**src/rtl/boreal_ledger_auditor.sv**
```systemverilog
// Walks ledger entries 0..count_in-1, re-verifies the FNV-1a style hash chain; 34 cycles per entry.
// Define LEDGER_AUDIT_CONTINUE_EN to keep walking past mismatches and count them on err_count.
module boreal_ledger_auditor #(
  parameter int DEPTH = 1024
) (
  input  logic         clk,
  input  logic         rst_n,
  input  logic         start,
  input  logic [31:0]  count_in,
  output logic         rd_req,
  output logic [9:0]   rd_addr,
  input  logic [255:0] rd_data,
  output logic         busy,
  output logic         done,
  output logic         pass,
  output logic         overflow,
  output logic [9:0]   fail_addr,
  output logic [63:0]  final_hash,
  output logic [31:0]  entries_checked
`ifdef LEDGER_AUDIT_CONTINUE_EN
  ,
  output logic [31:0]  err_count
`endif
);

  localparam logic [63:0] HASH_INIT  = 64'hCBF29CE484222325;
  localparam logic [63:0] HASH_PRIME = 64'h00000100000001B3;

  typedef enum logic [2:0] {
    S_IDLE,
    S_CHK_CNT,
    S_REQ,
    S_CAPTURE,
    S_HASH,
    S_FINISH
  } state_t;

  state_t        r_state;
  state_t        w_state_nxt;

  logic [31:0]   r_count;
  logic [10:0]   r_index;
  logic [4:0]    r_byte;
  logic [255:0]  r_entry;
  logic [63:0]   r_hash;
  logic          r_pass;
  logic          r_overflow;
  logic [9:0]    r_fail_addr;
  logic [63:0]   r_final_hash;
  logic [31:0]   r_entries_checked;
`ifdef LEDGER_AUDIT_CONTINUE_EN
  logic [31:0]   r_err_count;
`endif

  logic          w_mismatch;
  logic [7:0]    w_byte;
  logic [63:0]   w_hash_step;
  logic [63:0]   w_hash_nxt;
  logic          w_last_byte;
  logic [10:0]   w_index_inc;
  logic          w_last_entry;
  logic          w_cnt_zero;
  logic          w_cnt_over;

  assign w_mismatch   = (rd_data[255:192] != r_hash);
  assign w_byte       = r_entry[{r_byte, 3'b000} +: 8];
  assign w_hash_step  = (r_hash ^ {56'h0, w_byte}) * HASH_PRIME;
  assign w_hash_nxt   = (r_state == S_HASH) ? w_hash_step : r_hash;
  assign w_last_byte  = (r_byte == 5'd31);
  assign w_index_inc  = r_index + 11'd1;
  assign w_last_entry = ({21'd0, w_index_inc} == r_count);
  assign w_cnt_zero   = (r_count == 32'd0);
  assign w_cnt_over   = (r_count > 32'(DEPTH));

  always_ff @(posedge clk) begin
    if (!rst_n) r_state <= S_IDLE;
    else        r_state <= w_state_nxt;
  end

  always_comb begin
    w_state_nxt = r_state;
    case (r_state)
      S_IDLE:    if (start) w_state_nxt = S_CHK_CNT;
      S_CHK_CNT: w_state_nxt = (w_cnt_zero || w_cnt_over) ? S_FINISH : S_REQ;
      S_REQ:     w_state_nxt = S_CAPTURE;
`ifdef LEDGER_AUDIT_CONTINUE_EN
      S_CAPTURE: w_state_nxt = S_HASH;
`else
      S_CAPTURE: w_state_nxt = w_mismatch ? S_FINISH : S_HASH;
`endif
      S_HASH:    if (w_last_byte) w_state_nxt = w_last_entry ? S_FINISH : S_REQ;
      S_FINISH:  w_state_nxt = S_IDLE;
      default:   w_state_nxt = S_IDLE;
    endcase
  end

  always_comb begin
    rd_req = 1'b0;
    busy   = 1'b0;
    done   = 1'b0;
    case (r_state)
      S_CHK_CNT, S_CAPTURE, S_HASH: busy = 1'b1;
      S_REQ: begin
        busy   = 1'b1;
        rd_req = 1'b1;
      end
      S_FINISH: done = 1'b1;
      default: ;
    endcase
  end

  always_ff @(posedge clk) begin
    if (!rst_n) begin
      r_count           <= 32'd0;
      r_index           <= 11'd0;
      r_byte            <= 5'd0;
      r_entry           <= 256'd0;
      r_hash            <= HASH_INIT;
      r_pass            <= 1'b0;
      r_overflow        <= 1'b0;
      r_fail_addr       <= 10'd0;
      r_final_hash      <= 64'd0;
      r_entries_checked <= 32'd0;
`ifdef LEDGER_AUDIT_CONTINUE_EN
      r_err_count       <= 32'd0;
`endif
    end else begin
      // Snapshot the chain head on the way into FINISH so it is valid alongside done.
      if (r_state != S_FINISH && w_state_nxt == S_FINISH)
        r_final_hash <= w_hash_nxt;
      case (r_state)
        S_IDLE: if (start) begin
          r_count           <= count_in;
          r_index           <= 11'd0;
          r_byte            <= 5'd0;
          r_hash            <= HASH_INIT;
          r_pass            <= 1'b1;
          r_overflow        <= 1'b0;
          r_fail_addr       <= 10'd0;
          r_entries_checked <= 32'd0;
`ifdef LEDGER_AUDIT_CONTINUE_EN
          r_err_count       <= 32'd0;
`endif
        end
        S_CHK_CNT: if (w_cnt_over) begin
          r_overflow <= 1'b1;
          r_pass     <= 1'b0;
        end
        S_CAPTURE: begin
          r_entry <= rd_data;
          r_byte  <= 5'd0;
          if (w_mismatch) begin
            r_pass <= 1'b0;
`ifdef LEDGER_AUDIT_CONTINUE_EN
            if (r_err_count == 32'd0) r_fail_addr <= r_index[9:0];
            r_err_count <= r_err_count + 32'd1;
`else
            r_fail_addr <= r_index[9:0];
`endif
          end
        end
        S_HASH: begin
          r_hash <= w_hash_step;
          r_byte <= r_byte + 5'd1;
          if (w_last_byte) begin
            r_entries_checked <= r_entries_checked + 32'd1;
            r_index           <= w_index_inc;
          end
        end
        default: ;
      endcase
    end
  end

  assign rd_addr         = r_index[9:0];
  assign pass            = r_pass;
  assign overflow        = r_overflow;
  assign fail_addr       = r_fail_addr;
  assign final_hash      = r_final_hash;
  assign entries_checked = r_entries_checked;
`ifdef LEDGER_AUDIT_CONTINUE_EN
  assign err_count       = r_err_count;
`endif

endmodule

```
**config.mk**
```make
export PLATFORM = sky130hd
export DESIGN_NAME = boreal_ledger_auditor
export DESIGN_NICKNAME = d
export VERILOG_FILES = /design/src/rtl/boreal_ledger_auditor.sv
export SDC_FILE = /design/constraint.sdc
export NUM_CORES = 2
export LEC_CHECK = 0
export CAP_MARGIN = 5
export CORE_MARGIN = 2
export CORE_UTILIZATION = 52
export DETAILED_ROUTE_END_ITERATION = 8
export HOLD_SLACK_MARGIN = 0.08
export PLACE_DENSITY = 0.82
export SYNTH_ARGS = -nofsm -noshare
export SYNTH_HDL_FRONTEND = slang
export SYNTH_SLANG_ARGS = --single-unit
```
**constraint.sdc**
```tcl
create_clock -name clk -period 8.1 [get_ports clk]
set_input_delay 1.62 -clock clk [delete_from_list [all_inputs] [get_ports clk]]
set_output_delay 1.62 -clock clk [all_outputs]
set_load 0.03 [all_outputs]
```
==> impl_metrics.json <==
{
  "status": "complete, no violations",
  "synth_area_leaders": "dfxtp_1 27%, ha_1 15%, fa_1 14%",
  "grt.overflow.total": 0,
  "routed_wl_mm": 117,
  "start_util": 0.525,
  "path_buf_inv": 7,
  "nFillCells": 5307,
  "drt_iter0_drc": 2974,
  "worstPathRequired_ns": 8.64,
  "final-setup-viol-count": 0,
  "critPathLaunchType": "register",
  "vias_per_cell": 5.89,
  "clock_sinks": 479,
  "cts-root-buf": "clkbuf_16",
  "port_buffers": 411,
  "grt_max_degree": 262,
  "hold_buffers": 0,
  "finalHoldViolCount": 0,
  "antenna_found_initial": 15,
  "syn_nets": 5005,
  "first_pass_iters": 7,
  "grt_pass1_wl_mm": 175,
  "ys_seq_area_frac": 0.272,
  "avgRoutedWirePerCell_um": 21.9,
  "synth_seq_cells": 479,
  "antenna_left": 0,
  "critPathMaxFanout": 11,
  "cts.htree.levels": 2,
  "vias": 31400,
  "hold_class": "reg -> reg",
  "crit_path_top_delay_cell": "fa_1",
  "final_max_slew_viol_count": 0,
  "rsz0062_at_grt": "yes",
  "final_cells": 5342,
  "arrival_ns": 8.50,
  "worstSetupPathType": "reg -> reg",
  "skew_ns": 0.0362,
  "yosys.area.top_type": "dfxtp_1",
  "drive_above_1_share": 0.0834,
  "die_area_mm2": 0.0698,
  "avgSynthCellArea_um2": 8.70,
  "core_mm2": 0.0670,
  "dp_cells": 5212,
  "num_rows": 95,
  "cts_made_buffers": 51,
  "gp_congestion": 0.980,
  "grt_pass1_vias": 30800,
  "setup.worst_path.end_class": "register",
  "grt_use_total": 0.324,
  "clk_path_buf_depth": 3,
  "cp_top_family": "adder cells",
  "synth_edf_count": 0,
  "insertion_delay_ns": 0.64,
  "dpl.hpwl_mm": 90.1,
  "fin_nets": 5378,
  "maxCapViolations": 0,
  "synthFlopType": "dfxtp_1",
  "synthArstFlopShare": 0,
  "critPathMaxStageDelay_ns": 0.55,
  "setup_tns_ns": 0,
  "path_clk_slew_ns": 0.06,
  "fmaxAchievable_mhz": 126,
  "die_w_um": 264,
  "fin_crit_sh": 0.983,
  "hold_ws_ns": 0.449,
  "ys_types": 70,
  "syn-cell-area_mm2": 0.0352,
  "period_needed_ns": 7.96,
  "top_level_ports": 412,
  "yosysWarnings": 0,
  "slew-limit-headroom": 0.173,
  "tritoncts": "yes",
  "tightest_slew_ns": 1.24,
  "syn_inst": 4046,
  "drc_errors": 0,
  "yosys.area.top_type_share": 0.272,
  "area_delta_synth_final_pct": 22.1,
  "die_h_um": 264
}
-- through the flow --
stage / setup WS [ns] / util / area (um2)
2_1_floorplan: 0.0000524 / - / 35200
3_3_place_gp: 0.0674 / 0.603 / 40400
3_5_place_dp: -0.109 / 0.603 / 40400
4_1_cts: 0.0150 / 0.631 / 42300
5_1_grt: -0.133 / 0.641 / 43000
6_report: 0.136 / 0.641 / 43000
-- placed cells by master, fill, tap and decap left out, drive strengths merged, types with 7 or more instances in the layout --
cell type / count
inv: 469
or3: 12
mux2i: 19
mux4: 78
clkbuf: 73
nand3: 46
o21a: 11
o22ai: 25
nor2: 171
fa: 243
nor2b: 16
bufinv: 9
a31oi: 33
nor3: 28
o21bai: 10
xnor2: 102
and3: 15
diode: 9
a211oi: 24
dfxtp: 479
a311oi: 8
nand2: 795
a21oi: 446
nand2b: 9
clkinv: 13
nor4: 21
o211ai: 23
and2: 7
ha: 425
xor2: 87
nand4: 31
buf: 130
o21ai: 96
a21o: 30
clkdlybuf4s50: 410
-- layout make-up --
cell class | count | area, um2 | share of cell area
Sequential cell | 479 | 9590 | 0.223
Timing Repair Buffer | 544 | 5310 | 0.124
Clock inverter | 25 | 445 | 0.0104
Antenna cell | 9 | 22.5 | 0.000524
Clock buffer | 69 | 1430 | 0.0332
Tap cell | 873 | 1090 | 0.0254
Multi-Input combinational cell | 2875 | 23300 | 0.543
Inverter | 468 | 1760 | 0.0410
-- worst min-delay path, stage by stage, from the launching register on --
cell and delay [ns]:
dfxtp_1 0.30, nand2_1 0.05, a21oi_1 0.05
-- registers in the layout, summed over array words and instances (netlist names) --
signal	cells
entries_checked	32
fail_addr	10
final_hash	64
overflow	1
pass	1
r_byte	5
r_count	32
r_entry	256
r_hash	64
r_index	11
r_state	3
-- worst paths after layout --
kind | slack [ns] | start | end | cells past startpoint
max | 0.14 | r_byte[0] | final_hash[23] | 29
min | 0.45 | r_count[17] | r_count[17] | 2
max reg2reg | 0.14 | r_byte[0] | final_hash[23] | 29
min reg2reg | 0.45 | r_count[17] | r_count[17] | 2
-- per-layer routing --
metal / vias to the layer above / track usage / share of wire
met5: - / 0 / 0.00083
met4: 14 / 0.187 / 0.067
met3: 388 / 0.0662 / 0.092
met2: 1611 / 0.522 / 0.46
met1: 15200 / 0.404 / 0.38
li1: 14200 / - / -
-- logic make-up (layout without fill, tap and decap cells) --
group / Yosys count / count (layout) / synth area share
simple gates: 1172 / 1172 / 0.138
compound gates: 746 / 746 / 0.121
buf+inv: 692 / 1106 / 0.0760
fa+ha+maj: 668 / 668 / 0.289
flops: 479 / 479 / 0.272
xor+xnor: 189 / 189 / 0.0470
mux: 100 / 100 / 0.0563
other cells: 0 / 9 / 0
-- Yosys cell counts, types with 11 or more instances --
cell type and n:
nand2_1 795, dfxtp_1 479, inv_1 467, a21oi_1 446, ha_1 425, fa_1 243
clkbuf_1 180, nor2_1 171, xnor2_1 102, o21ai_0 90, xor2_1 87, mux4_2 78
nand3_1 46, a31oi_1 33, nand4_1 31, a21o_1 30, nor3_1 27, o22ai_1 25
a211oi_1 24, buf_2 24, o211ai_1 23, nor4_1 20, mux2i_1 19, nor2b_1 16
and3_1 14, or3_1 12, o21a_1 11
-- what timing repair did --
action / in CTS / in global routing
buffers inserted: 0 / 23
cloned: 0 / 4
endpoints found under the setup margin: 9 / 68
gates resized for setup: 4 / 71
pin swaps: 0 / 43
Power is not shown: default switching activity piles up to over one toggle a cycle in this logic, so the estimate is an artifact.
